### src/rtl/id_ex_stage_if.sv
// Decode-to-EX bundle: decoded instruction, forwarding sources and hazard controls in,
// registered ALU operands and write-back control out.
interface id_ex_stage_if #(
    parameter int XLEN       = 32,
    parameter int REG_ADDR_W = 5
);
    logic                  InValid;
    logic                  Stall;
    logic                  Flush;
    logic [31:0]           Instr;
    logic [XLEN-1:0]       PC;
    logic [XLEN-1:0]       RD1;
    logic [XLEN-1:0]       RD2;
    logic [XLEN-1:0]       Imm;
    logic [REG_ADDR_W-1:0] ExMemRd;
    logic                  ExMemRegWrite;
    logic [XLEN-1:0]       ExMemResult;
    logic [REG_ADDR_W-1:0] MemWbRd;
    logic                  MemWbRegWrite;
    logic [XLEN-1:0]       MemWbResult;

    logic [XLEN-1:0]       A;
    logic [XLEN-1:0]       B;
    logic [3:0]            ALUControl;
    logic [XLEN-1:0]       StoreData;
    logic [REG_ADDR_W-1:0] RdOut;
    logic                  RegWriteOut;
    logic                  OutValid;
    logic                  IllegalInstr;

    modport master (
        output InValid, Stall, Flush, Instr, PC, RD1, RD2, Imm,
               ExMemRd, ExMemRegWrite, ExMemResult, MemWbRd, MemWbRegWrite, MemWbResult,
        input  A, B, ALUControl, StoreData, RdOut, RegWriteOut, OutValid, IllegalInstr
    );

    modport slave (
        input  InValid, Stall, Flush, Instr, PC, RD1, RD2, Imm,
               ExMemRd, ExMemRegWrite, ExMemResult, MemWbRd, MemWbRegWrite, MemWbResult,
        output A, B, ALUControl, StoreData, RdOut, RegWriteOut, OutValid, IllegalInstr
    );
endinterface

### src/rtl/id_ex_stage.sv
// ID/EX pipeline register: decodes ALU control, resolves operand forwarding and
// registers everything so the ALU is fed straight from flops during EX.
module id_ex_stage #(
    parameter int XLEN       = 32,
    parameter int REG_ADDR_W = 5
) (
    input  logic         clk,
    input  logic         rst,
    id_ex_stage_if.slave bus
);
    localparam logic [3:0] ALU_AND  = 4'b0000;
    localparam logic [3:0] ALU_OR   = 4'b0001;
    localparam logic [3:0] ALU_ADD  = 4'b0010;
    localparam logic [3:0] ALU_XOR  = 4'b0011;
    localparam logic [3:0] ALU_SLL  = 4'b0100;
    localparam logic [3:0] ALU_SRL  = 4'b0101;
    localparam logic [3:0] ALU_SUB  = 4'b0110;
    localparam logic [3:0] ALU_SLT  = 4'b0111;
    localparam logic [3:0] ALU_SRA  = 4'b1000;
    localparam logic [3:0] ALU_SLTU = 4'b1001;

    localparam logic [6:0] OP_R     = 7'b0110011;
    localparam logic [6:0] OP_I     = 7'b0010011;
    localparam logic [6:0] OP_LOAD  = 7'b0000011;
    localparam logic [6:0] OP_STORE = 7'b0100011;
    localparam logic [6:0] OP_BR    = 7'b1100011;
    localparam logic [6:0] OP_LUI   = 7'b0110111;
    localparam logic [6:0] OP_AUIPC = 7'b0010111;
    localparam logic [6:0] OP_JAL   = 7'b1101111;
    localparam logic [6:0] OP_JALR  = 7'b1100111;

    logic [6:0]            opcode;
    logic [2:0]            funct3;
    logic [6:0]            funct7;
    logic [REG_ADDR_W-1:0] rd, rs1, rs2;
    logic [XLEN-1:0]       fwd_a, fwd_b;

    logic [XLEN-1:0]       nxt_a, nxt_b;
    logic [3:0]            nxt_ctrl;
    logic                  nxt_regw, nxt_illegal;

    logic [XLEN-1:0]       a_q, b_q, store_q;
    logic [3:0]            ctrl_q;
    logic [REG_ADDR_W-1:0] rd_q;
    logic                  regw_q, valid_q, illegal_q;

    assign opcode = bus.Instr[6:0];
    assign funct3 = bus.Instr[14:12];
    assign funct7 = bus.Instr[31:25];
    assign rd     = bus.Instr[7 +: REG_ADDR_W];
    assign rs1    = bus.Instr[15 +: REG_ADDR_W];
    assign rs2    = bus.Instr[20 +: REG_ADDR_W];

    function automatic logic [3:0] alu_op(input logic [2:0] f3, input logic alt);
        case (f3)
            3'b000:  alu_op = alt ? ALU_SUB : ALU_ADD;
            3'b001:  alu_op = ALU_SLL;
            3'b010:  alu_op = ALU_SLT;
            3'b011:  alu_op = ALU_SLTU;
            3'b100:  alu_op = ALU_XOR;
            3'b101:  alu_op = alt ? ALU_SRA : ALU_SRL;
            3'b110:  alu_op = ALU_OR;
            default: alu_op = ALU_AND;
        endcase
    endfunction

    // EX/MEM is the younger producer, so it is checked first; x0 never forwards.
    always_comb begin
        fwd_a = bus.RD1;
        if (bus.ExMemRegWrite && bus.ExMemRd != '0 && bus.ExMemRd == rs1)
            fwd_a = bus.ExMemResult;
        else if (bus.MemWbRegWrite && bus.MemWbRd != '0 && bus.MemWbRd == rs1)
            fwd_a = bus.MemWbResult;

        fwd_b = bus.RD2;
        if (bus.ExMemRegWrite && bus.ExMemRd != '0 && bus.ExMemRd == rs2)
            fwd_b = bus.ExMemResult;
        else if (bus.MemWbRegWrite && bus.MemWbRd != '0 && bus.MemWbRd == rs2)
            fwd_b = bus.MemWbResult;
    end

    always_comb begin
        nxt_a       = '0;
        nxt_b       = '0;
        nxt_ctrl    = ALU_ADD;
        nxt_regw    = 1'b0;
        nxt_illegal = 1'b0;
        case (opcode)
            OP_R: begin
                nxt_a    = fwd_a;
                nxt_b    = fwd_b;
                nxt_regw = 1'b1;
                nxt_ctrl = alu_op(funct3, funct7[5]);
                if (!(funct7 == 7'b0000000 ||
                      (funct7 == 7'b0100000 && (funct3 == 3'b000 || funct3 == 3'b101))))
                    nxt_illegal = 1'b1;
            end
            OP_I: begin
                nxt_a    = fwd_a;
                nxt_b    = bus.Imm;
                nxt_regw = 1'b1;
                // Instr[30] is immediate data for ADDI; only shifts use it as SRA select.
                nxt_ctrl = alu_op(funct3, (funct3 == 3'b101) && bus.Instr[30]);
            end
            OP_LOAD, OP_STORE: begin
                nxt_a    = fwd_a;
                nxt_b    = bus.Imm;
                nxt_regw = (opcode == OP_LOAD);
            end
            OP_BR: begin
                nxt_a    = fwd_a;
                nxt_b    = fwd_b;
                nxt_ctrl = ALU_SUB;
            end
            OP_LUI: begin
                nxt_b    = bus.Imm;
                nxt_regw = 1'b1;
            end
            OP_AUIPC: begin
                nxt_a    = bus.PC;
                nxt_b    = bus.Imm;
                nxt_regw = 1'b1;
            end
            OP_JAL, OP_JALR: begin
                nxt_a    = bus.PC;
                nxt_b    = XLEN'(4);
                nxt_regw = 1'b1;
            end
            default: nxt_illegal = 1'b1;
        endcase

        if (nxt_illegal) begin
            nxt_a    = '0;
            nxt_b    = '0;
            nxt_ctrl = ALU_ADD;
            nxt_regw = 1'b0;
        end
    end

    always_ff @(posedge clk) begin
        if (rst || bus.Flush) begin
            a_q       <= '0;
            b_q       <= '0;
            store_q   <= '0;
            ctrl_q    <= ALU_ADD;
            rd_q      <= '0;
            regw_q    <= 1'b0;
            valid_q   <= 1'b0;
            illegal_q <= 1'b0;
        end else if (!bus.Stall) begin
            a_q       <= nxt_a;
            b_q       <= nxt_b;
            store_q   <= fwd_b;
            ctrl_q    <= nxt_ctrl;
            rd_q      <= rd;
            regw_q    <= nxt_regw && bus.InValid && (rd != '0);
            valid_q   <= bus.InValid;
            illegal_q <= nxt_illegal;
        end
    end

    assign bus.A            = a_q;
    assign bus.B            = b_q;
    assign bus.StoreData    = store_q;
    assign bus.ALUControl   = ctrl_q;
    assign bus.RdOut        = rd_q;
    assign bus.RegWriteOut  = regw_q;
    assign bus.OutValid     = valid_q;
    assign bus.IllegalInstr = illegal_q;
endmodule
### src/flat_wrapper.sv
// flat-port wrapper written by rule: the top's interface ports become plain ports
module id_ex_stage_flat 
#(
    parameter int XLEN       = 32,
    parameter int REG_ADDR_W = 5
)
  (clk, rst, bus_InValid, bus_Stall, bus_Flush, bus_Instr, bus_PC, bus_RD1, bus_RD2, bus_Imm, bus_ExMemRd, bus_ExMemRegWrite, bus_ExMemResult, bus_MemWbRd, bus_MemWbRegWrite, bus_MemWbResult, bus_A, bus_B, bus_ALUControl, bus_StoreData, bus_RdOut, bus_RegWriteOut, bus_OutValid, bus_IllegalInstr);
  id_ex_stage_if #(.XLEN(XLEN), .REG_ADDR_W(REG_ADDR_W)) bus_i ();
  input  logic clk;
  input  logic rst;
  input wire logic [$bits(bus_i.InValid)-1:0] bus_InValid;
  input wire logic [$bits(bus_i.Stall)-1:0] bus_Stall;
  input wire logic [$bits(bus_i.Flush)-1:0] bus_Flush;
  input wire logic [$bits(bus_i.Instr)-1:0] bus_Instr;
  input wire logic [$bits(bus_i.PC)-1:0] bus_PC;
  input wire logic [$bits(bus_i.RD1)-1:0] bus_RD1;
  input wire logic [$bits(bus_i.RD2)-1:0] bus_RD2;
  input wire logic [$bits(bus_i.Imm)-1:0] bus_Imm;
  input wire logic [$bits(bus_i.ExMemRd)-1:0] bus_ExMemRd;
  input wire logic [$bits(bus_i.ExMemRegWrite)-1:0] bus_ExMemRegWrite;
  input wire logic [$bits(bus_i.ExMemResult)-1:0] bus_ExMemResult;
  input wire logic [$bits(bus_i.MemWbRd)-1:0] bus_MemWbRd;
  input wire logic [$bits(bus_i.MemWbRegWrite)-1:0] bus_MemWbRegWrite;
  input wire logic [$bits(bus_i.MemWbResult)-1:0] bus_MemWbResult;
  output wire logic [$bits(bus_i.A)-1:0] bus_A;
  output wire logic [$bits(bus_i.B)-1:0] bus_B;
  output wire logic [$bits(bus_i.ALUControl)-1:0] bus_ALUControl;
  output wire logic [$bits(bus_i.StoreData)-1:0] bus_StoreData;
  output wire logic [$bits(bus_i.RdOut)-1:0] bus_RdOut;
  output wire logic [$bits(bus_i.RegWriteOut)-1:0] bus_RegWriteOut;
  output wire logic [$bits(bus_i.OutValid)-1:0] bus_OutValid;
  output wire logic [$bits(bus_i.IllegalInstr)-1:0] bus_IllegalInstr;
  assign bus_i.InValid = bus_InValid;
  assign bus_i.Stall = bus_Stall;
  assign bus_i.Flush = bus_Flush;
  assign bus_i.Instr = bus_Instr;
  assign bus_i.PC = bus_PC;
  assign bus_i.RD1 = bus_RD1;
  assign bus_i.RD2 = bus_RD2;
  assign bus_i.Imm = bus_Imm;
  assign bus_i.ExMemRd = bus_ExMemRd;
  assign bus_i.ExMemRegWrite = bus_ExMemRegWrite;
  assign bus_i.ExMemResult = bus_ExMemResult;
  assign bus_i.MemWbRd = bus_MemWbRd;
  assign bus_i.MemWbRegWrite = bus_MemWbRegWrite;
  assign bus_i.MemWbResult = bus_MemWbResult;
  assign bus_A = bus_i.A;
  assign bus_B = bus_i.B;
  assign bus_ALUControl = bus_i.ALUControl;
  assign bus_StoreData = bus_i.StoreData;
  assign bus_RdOut = bus_i.RdOut;
  assign bus_RegWriteOut = bus_i.RegWriteOut;
  assign bus_OutValid = bus_i.OutValid;
  assign bus_IllegalInstr = bus_i.IllegalInstr;
  id_ex_stage #(.XLEN(XLEN), .REG_ADDR_W(REG_ADDR_W)) u_core (.clk(clk), .rst(rst), .bus(bus_i));
endmodule
### config.mk
export PLATFORM = sky130hd
export DESIGN_NAME = id_ex_stage_flat
export DESIGN_NICKNAME = d
export VERILOG_FILES = /design/src/rtl/id_ex_stage_if.sv /design/src/rtl/id_ex_stage.sv /design/src/flat_wrapper.sv
export SDC_FILE = /design/constraint.sdc
export NUM_CORES = 1
export LEC_CHECK = 0
export ABC_AREA = 1
export CORE_MARGIN = 2
export CORE_UTILIZATION = 41
export CTS_CLUSTER_DIAMETER = 150
export DETAILED_ROUTE_END_ITERATION = 8
export GPL_ROUTABILITY_DRIVEN = 1
export GPL_TIMING_DRIVEN = 0
export MAX_ROUTING_LAYER = met4
export PLACE_DENSITY = 0.83
export RECOVER_POWER = 50
export SLEW_MARGIN = 30
export SYNTH_ARGS = -nofsm -noshare
export SYNTH_HDL_FRONTEND = slang
export SYNTH_SLANG_ARGS = --single-unit
### constraint.sdc
create_clock -name clk -period 2.3 [get_ports clk]
set_input_delay 0.575 -clock clk [delete_from_list [all_inputs] [get_ports clk]]
set_output_delay 0.575 -clock clk [all_outputs]
set_load 0.005 [all_outputs]
Word-level counts from Yosys, hierarchy flattened
Index checks and enable logic that the tools add are counted.

cells by class
  equality and inequality tests = 20
  muxes and demuxes = 20
  reductions and logical operators = 26

operator list
  kind                                                  number
  2-to-1 mux 32 bit                                     6
  one-hot mux 32 bit (3 select lines)                   1
  one-hot mux 32 bit (2 select lines)                   1
  one-hot mux 4 bit (7 select lines)                    2
  equality test 7 x 6 -> 1 bit (second input constant)  4
  equality test 7 bit (second input constant)           3
  equality test 5 bit                                   4
  nonzero test 5 bit                                    3
  equality test 7 x 5 -> 1 bit (second input constant)  2
  2-to-1 mux 4 bit                                      3
  one-hot mux 4 bit (3 select lines)                    1
  logical AND 1 bit                                     10
  OR reduction 5 bit                                    2
  equality test 3 bit (second input constant)           3
  OR reduction 8 bit                                    1
  equality test 7 x 2 -> 1 bit (second input constant)  1
  zero test 7 bit                                       1
  equality test 3 x 2 -> 1 bit (second input constant)  2
  2-to-1 mux 3 bit                                      2
  OR reduction 2 bit                                    3
  OR reduction 6 bit                                    1
  one-hot mux 1 bit (2 select lines)                    2
  equality test 3 x 1 -> 1 bit (second input constant)  1
  zero test 3 bit                                       1
  other kinds (3)                                       6

word-level totals
  bits in registers = 108
  bits of input ports = 241
  output and inout bits = 108
  logic and storage cells = 74

Logic depth before layout (Yosys ltp)
  depth after elaboration = 9
  depth in mapped cells = 13

Worst setup path after synthesis
No wires, ideal clock.

  path kind = input-to-reg
  start point = input port bus_Instr[1]
  end point = register u_core.b_q[19] (netlist: u_core.bus.B[19])
  library setup time = 0.132 ns
  arrival = 1.630 ns
  setup slack = 0.537 ns
  stages on the path = 11
  path through = nand2_1 -> inv_2 -> nand3_1 -> nor3_2 -> or2_2 -> buf_2 -> buf_2 -> nand2_1 -> nand2_1 -> nand2_1 -> a21oi_1

on the way
  cells in the longest elaborated chain, start to end = 4
  elaborated cells on any way between the ends = 16
  those cells by class = eq/ne: 9; mux: 3; reduce/logical: 4

ends and longest elaborated chain
  item                                                                                       RTL line            source
  start: declaration                                                                         flat_wrapper.sv:14  input wire logic [$bits(bus_i.Instr)-1:0] bus_Instr;
  equality test 7 x 6 -> 1 bit (tied with other cells)                                       id_ex_stage.sv:88   case (opcode)
  OR reduction 8 bit (no source line) (tied with other cells)                                n/a
  one-hot mux 1 bit (2 select lines) or one-hot mux 32 bit (3 select lines) (tied branches)  id_ex_stage.sv:88
  2-to-1 mux 32 bit *                                                                        id_ex_stage.sv:132  if (nxt_illegal) begin
  end signal: assignment                                                                     id_ex_stage.sv:152  b_q <= nxt_b;
  end: declaration                                                                           id_ex_stage.sv:42   logic [XLEN-1:0] a_q, b_q, store_q;

Mark *: on every way between the ends. The rest lies on a longest branch, timed or not.
A chain may end at the register's enable or synchronous reset.

Worst setup path after layout
  start point = input port bus_Instr[0]
  end point = register u_core.a_q[16] (netlist: u_core.bus.A[16])

on the way
  cells in the longest elaborated chain, start to end = 4
  elaborated cells on any way between the ends = 15
  those cells by class = eq/ne: 9; mux: 3; reduce/logical: 3

ends and longest elaborated chain
  item                                                                                       RTL line            source
  equality test 7 x 6 -> 1 bit (tied with other cells)                                       id_ex_stage.sv:88
  OR reduction 8 bit (no source line) (tied with other cells)                                n/a
  one-hot mux 1 bit (2 select lines) or one-hot mux 32 bit (2 select lines) (tied branches)  id_ex_stage.sv:88
  2-to-1 mux 32 bit *                                                                        id_ex_stage.sv:132
  end signal: assignment                                                                     id_ex_stage.sv:151  a_q <= nxt_a;
  end: declaration                                                                           id_ex_stage.sv:42

Marks and branches as above.

==> reports/qor.yml <==
worst_setup_path:
  arrival_ps: 2520
  cpMostUsedCell: "nand2_2"
  crit_path_max_incr_delay_ps: 470
  r2r_start: "u_core.bus.IllegalInstr"
  required_ps: 2530
  worst-path-max-fanout: 10
  end_kind: "flip-flop"
  cp_cell_sequence: "clkdlybuf4s50_1 -> nand2_2 -> nor3_4 -> nand2_2 -> nor2_4 -> nand2_1 -> nand2_2 -> nor2_4 -> buf_8 -> buf_8 -> nand2_1 -> a21oi_1"
  slowest_stage: "clkdlybuf4s50_1"
  r2r_cells: 3
  startpoint: "bus_Instr[0]"
  path_class: "input pin to flip-flop"
  cp-start-kind: "input pin"
die:
  rows: 47
  die_h_um: 135
  die_w_um: 135
  core-area_sq_mm: 0.0167
  start_util_pct: 42.2
  io_pins: 349
  die_area_sq_mm: 0.0182
timing:
  relSlewSlack_pct: 60.2
  fin_skew_ps: 0
  grt_setup_unrepaired: "true"
  clock.fmax_ghz: 0.437
  worst_pin_slew_ps: 598
  hold_viol: 0
  finalCriticalPeriod_ps: 2290
  finalSetupViolCount: 0
  hold-worst-slack_ps: 460
  finalCritPeriodShare_pct: 99.5
  finalMaxSlewViolations: 0
logic_synthesis:
  synthFlopType: "dfxtp_1"
  synth.avg_cell_area_sq_um: 6.19
  async_reset_ff_share_pct: 0
  synthTopCellsByArea: "dfxtp_1, nand2_1, nand3_1"
  synth-edff-count: 0
  ys_ff_latch: 108
  yosys_warnings: 0
  yosysMostFrequentCell: "nand2_1"
  synth_area_sq_mm: 0.00704
  synth-seq-area-share_pct: 30.7
  yosysTopAreaCell: "dfxtp_1"
  synth_cells: 1138
  synth_common_cells: "nand2_1, nand3_1, dfxtp_1"
  yosysTopAreaCellShare_pct: 30.7
  yosysUniqueCellTypes: 34
  syn-num-nets: 1379
global_route:
  grt_max_degree: 19
  grt.busiest_layer: "met2"
  met3_usage_pct: 6.72
  grtUsageMet2_pct: 58.7
  overflow: 0
  grt_pass1_wl_um: 48000
  met1_usage_pct: 43.2
  antenna_found_initial: 0
  grt_pass1_vias: 8632
  grt.total_usage_pct: 35.3
cts:
  cts_max_level: 3
  tritoncts: "built"
  clk_pin_slew_ps: 80
  ctsHoldBuffers: 0
  clock_latency_ps: 360
  cts_made_buffers: 9
  cts_root_buf: "clkbuf_16"
  clockBufferDepth: 2
  cts.sinks: 108
drt:
  wl_per_cell_um: 18.7
  post-route-drc-count: 0
  drtIter0Drc: 953
  routed_via_density: 5.37
  vias: 9295
  antenna_left: 0
  wirelength_um: 32400
  dr.pass1.iters: 6
power:
  power.total_mw: 4.62
  ir_drop_uv: 358
  power.density_mw_per_mm2: 406
  leakagePower_nw: 5.28
placement:
  post-dp-hpwl_um: 25300
  place_congestion: 0.992
  port_buffers: 348
status:
  status: "complete, no violations"
flow_run:
  cap_violations: 0
final_layout:
  drive_gt1_share_pct: 7.61
  fin_util_pct: 68.2
  diodes: 0
  final_nets: 1747
  area_growth_pct: 61.8
min_path:
  min-delay-start: "u_core.bus.B[5]"
  worstHoldPathCells: 2
  min_path_type: "flip-flop to flip-flop"
## cells by family (layout without fill, tap and decap cells)
logic type | Yosys count | in the layout | synth area share, %
compound gates | 150 | 150 | 13.2
buf+inv | 165 | 538 | 10.1
xor+xnor | 19 | 19 | 2.36
simple gates | 696 | 696 | 43.6
flops | 108 | 108 | 30.7
## repair_timing
action / CTS / global route
endpoints found under the setup margin: 95 / 104
gates cloned: 0 / 2
hold endpoints to repair: 0 / 0
buffers inserted: 1 / 10
resized for setup: 16 / 70
pin swaps: 1 / 7
## state kept, by name, summed over array words and instances (netlist names)
signal,flops
u_core.bus.A,32
u_core.bus.ALUControl,4
u_core.bus.B,32
u_core.bus.IllegalInstr,1
u_core.bus.OutValid,1
u_core.bus.RdOut,5
u_core.bus.RegWriteOut,1
u_core.bus.StoreData,32
## worst max-delay path, delay by kind of cell
kind,cells,cell delay [ps]
buffers and inverters,3,760
AND/OR/NAND/NOR,8,1080
AO/OA/AOI/OAI,1,80
## metrics by stage
step           worst slack, ps  instance area, sq um  cells  TNS [ps]
2_1_floorplan              537                  7040   1138         0
3_3_place_gp              -629                 10800   1706    -47050
3_5_place_dp              -628                 10800   1706    -46780
4_1_cts                  -49.3                 11200   1723     -98.8
5_1_grt                  -82.1                 11400   1731      -519
6_report                  11.1                 11400   1731         0
## layout make-up
cell class,instances,area [sq um]
plain buffers,79,488
clock buffers,10,239
clock inverters,6,48.8
fillers,1546,5310
inverters,82,308
multi-input cells,865,4280
flip-flops and latches,108,2160
well taps,220,275
repair buffers,361,3590
## worst paths after layout
kind                                                end  slack (ps)
worst max-delay path                   u_core.bus.A[16]          10
worst min-delay path                    u_core.bus.B[5]         460
worst max register to register  u_core.bus.IllegalInstr        1540
worst min register to register          u_core.bus.B[5]         460
## placed cells by master (no fill, tap or decap), types with 19 or more instances in the layout
cell / count
buf_2: 19
dlygate4sd3_1: 97
nand3b_1: 34
buf_4: 20
nand4_1: 36
o211ai_1: 32
a21oi_1: 77
inv_1: 59
clkinv_1: 20
nand3_1: 135
dfxtp_1: 108
nand2_1: 450
clkbuf_1: 24
clkdlybuf4s50_1: 246
o21bai_1: 32
## power by group
| part | internal [mW] | total, mW | switching (mW) |
|---|---|---|---|
| clock | 0.777 | 1.56 | 0.784 |
| sequential | 1.90 | 1.92 | 0.0191 |
| combinational | 0.586 | 1.14 | 0.559 |
## routing by layer
layer / vias up / part of all wire [%]
met4: 0 / 3.1
li1: 4467 / -
met1: 4231 / 39
met5: - / 0
met2: 534 / 48
met3: 63 / 9.5
(Power assumes the default switching activity.)
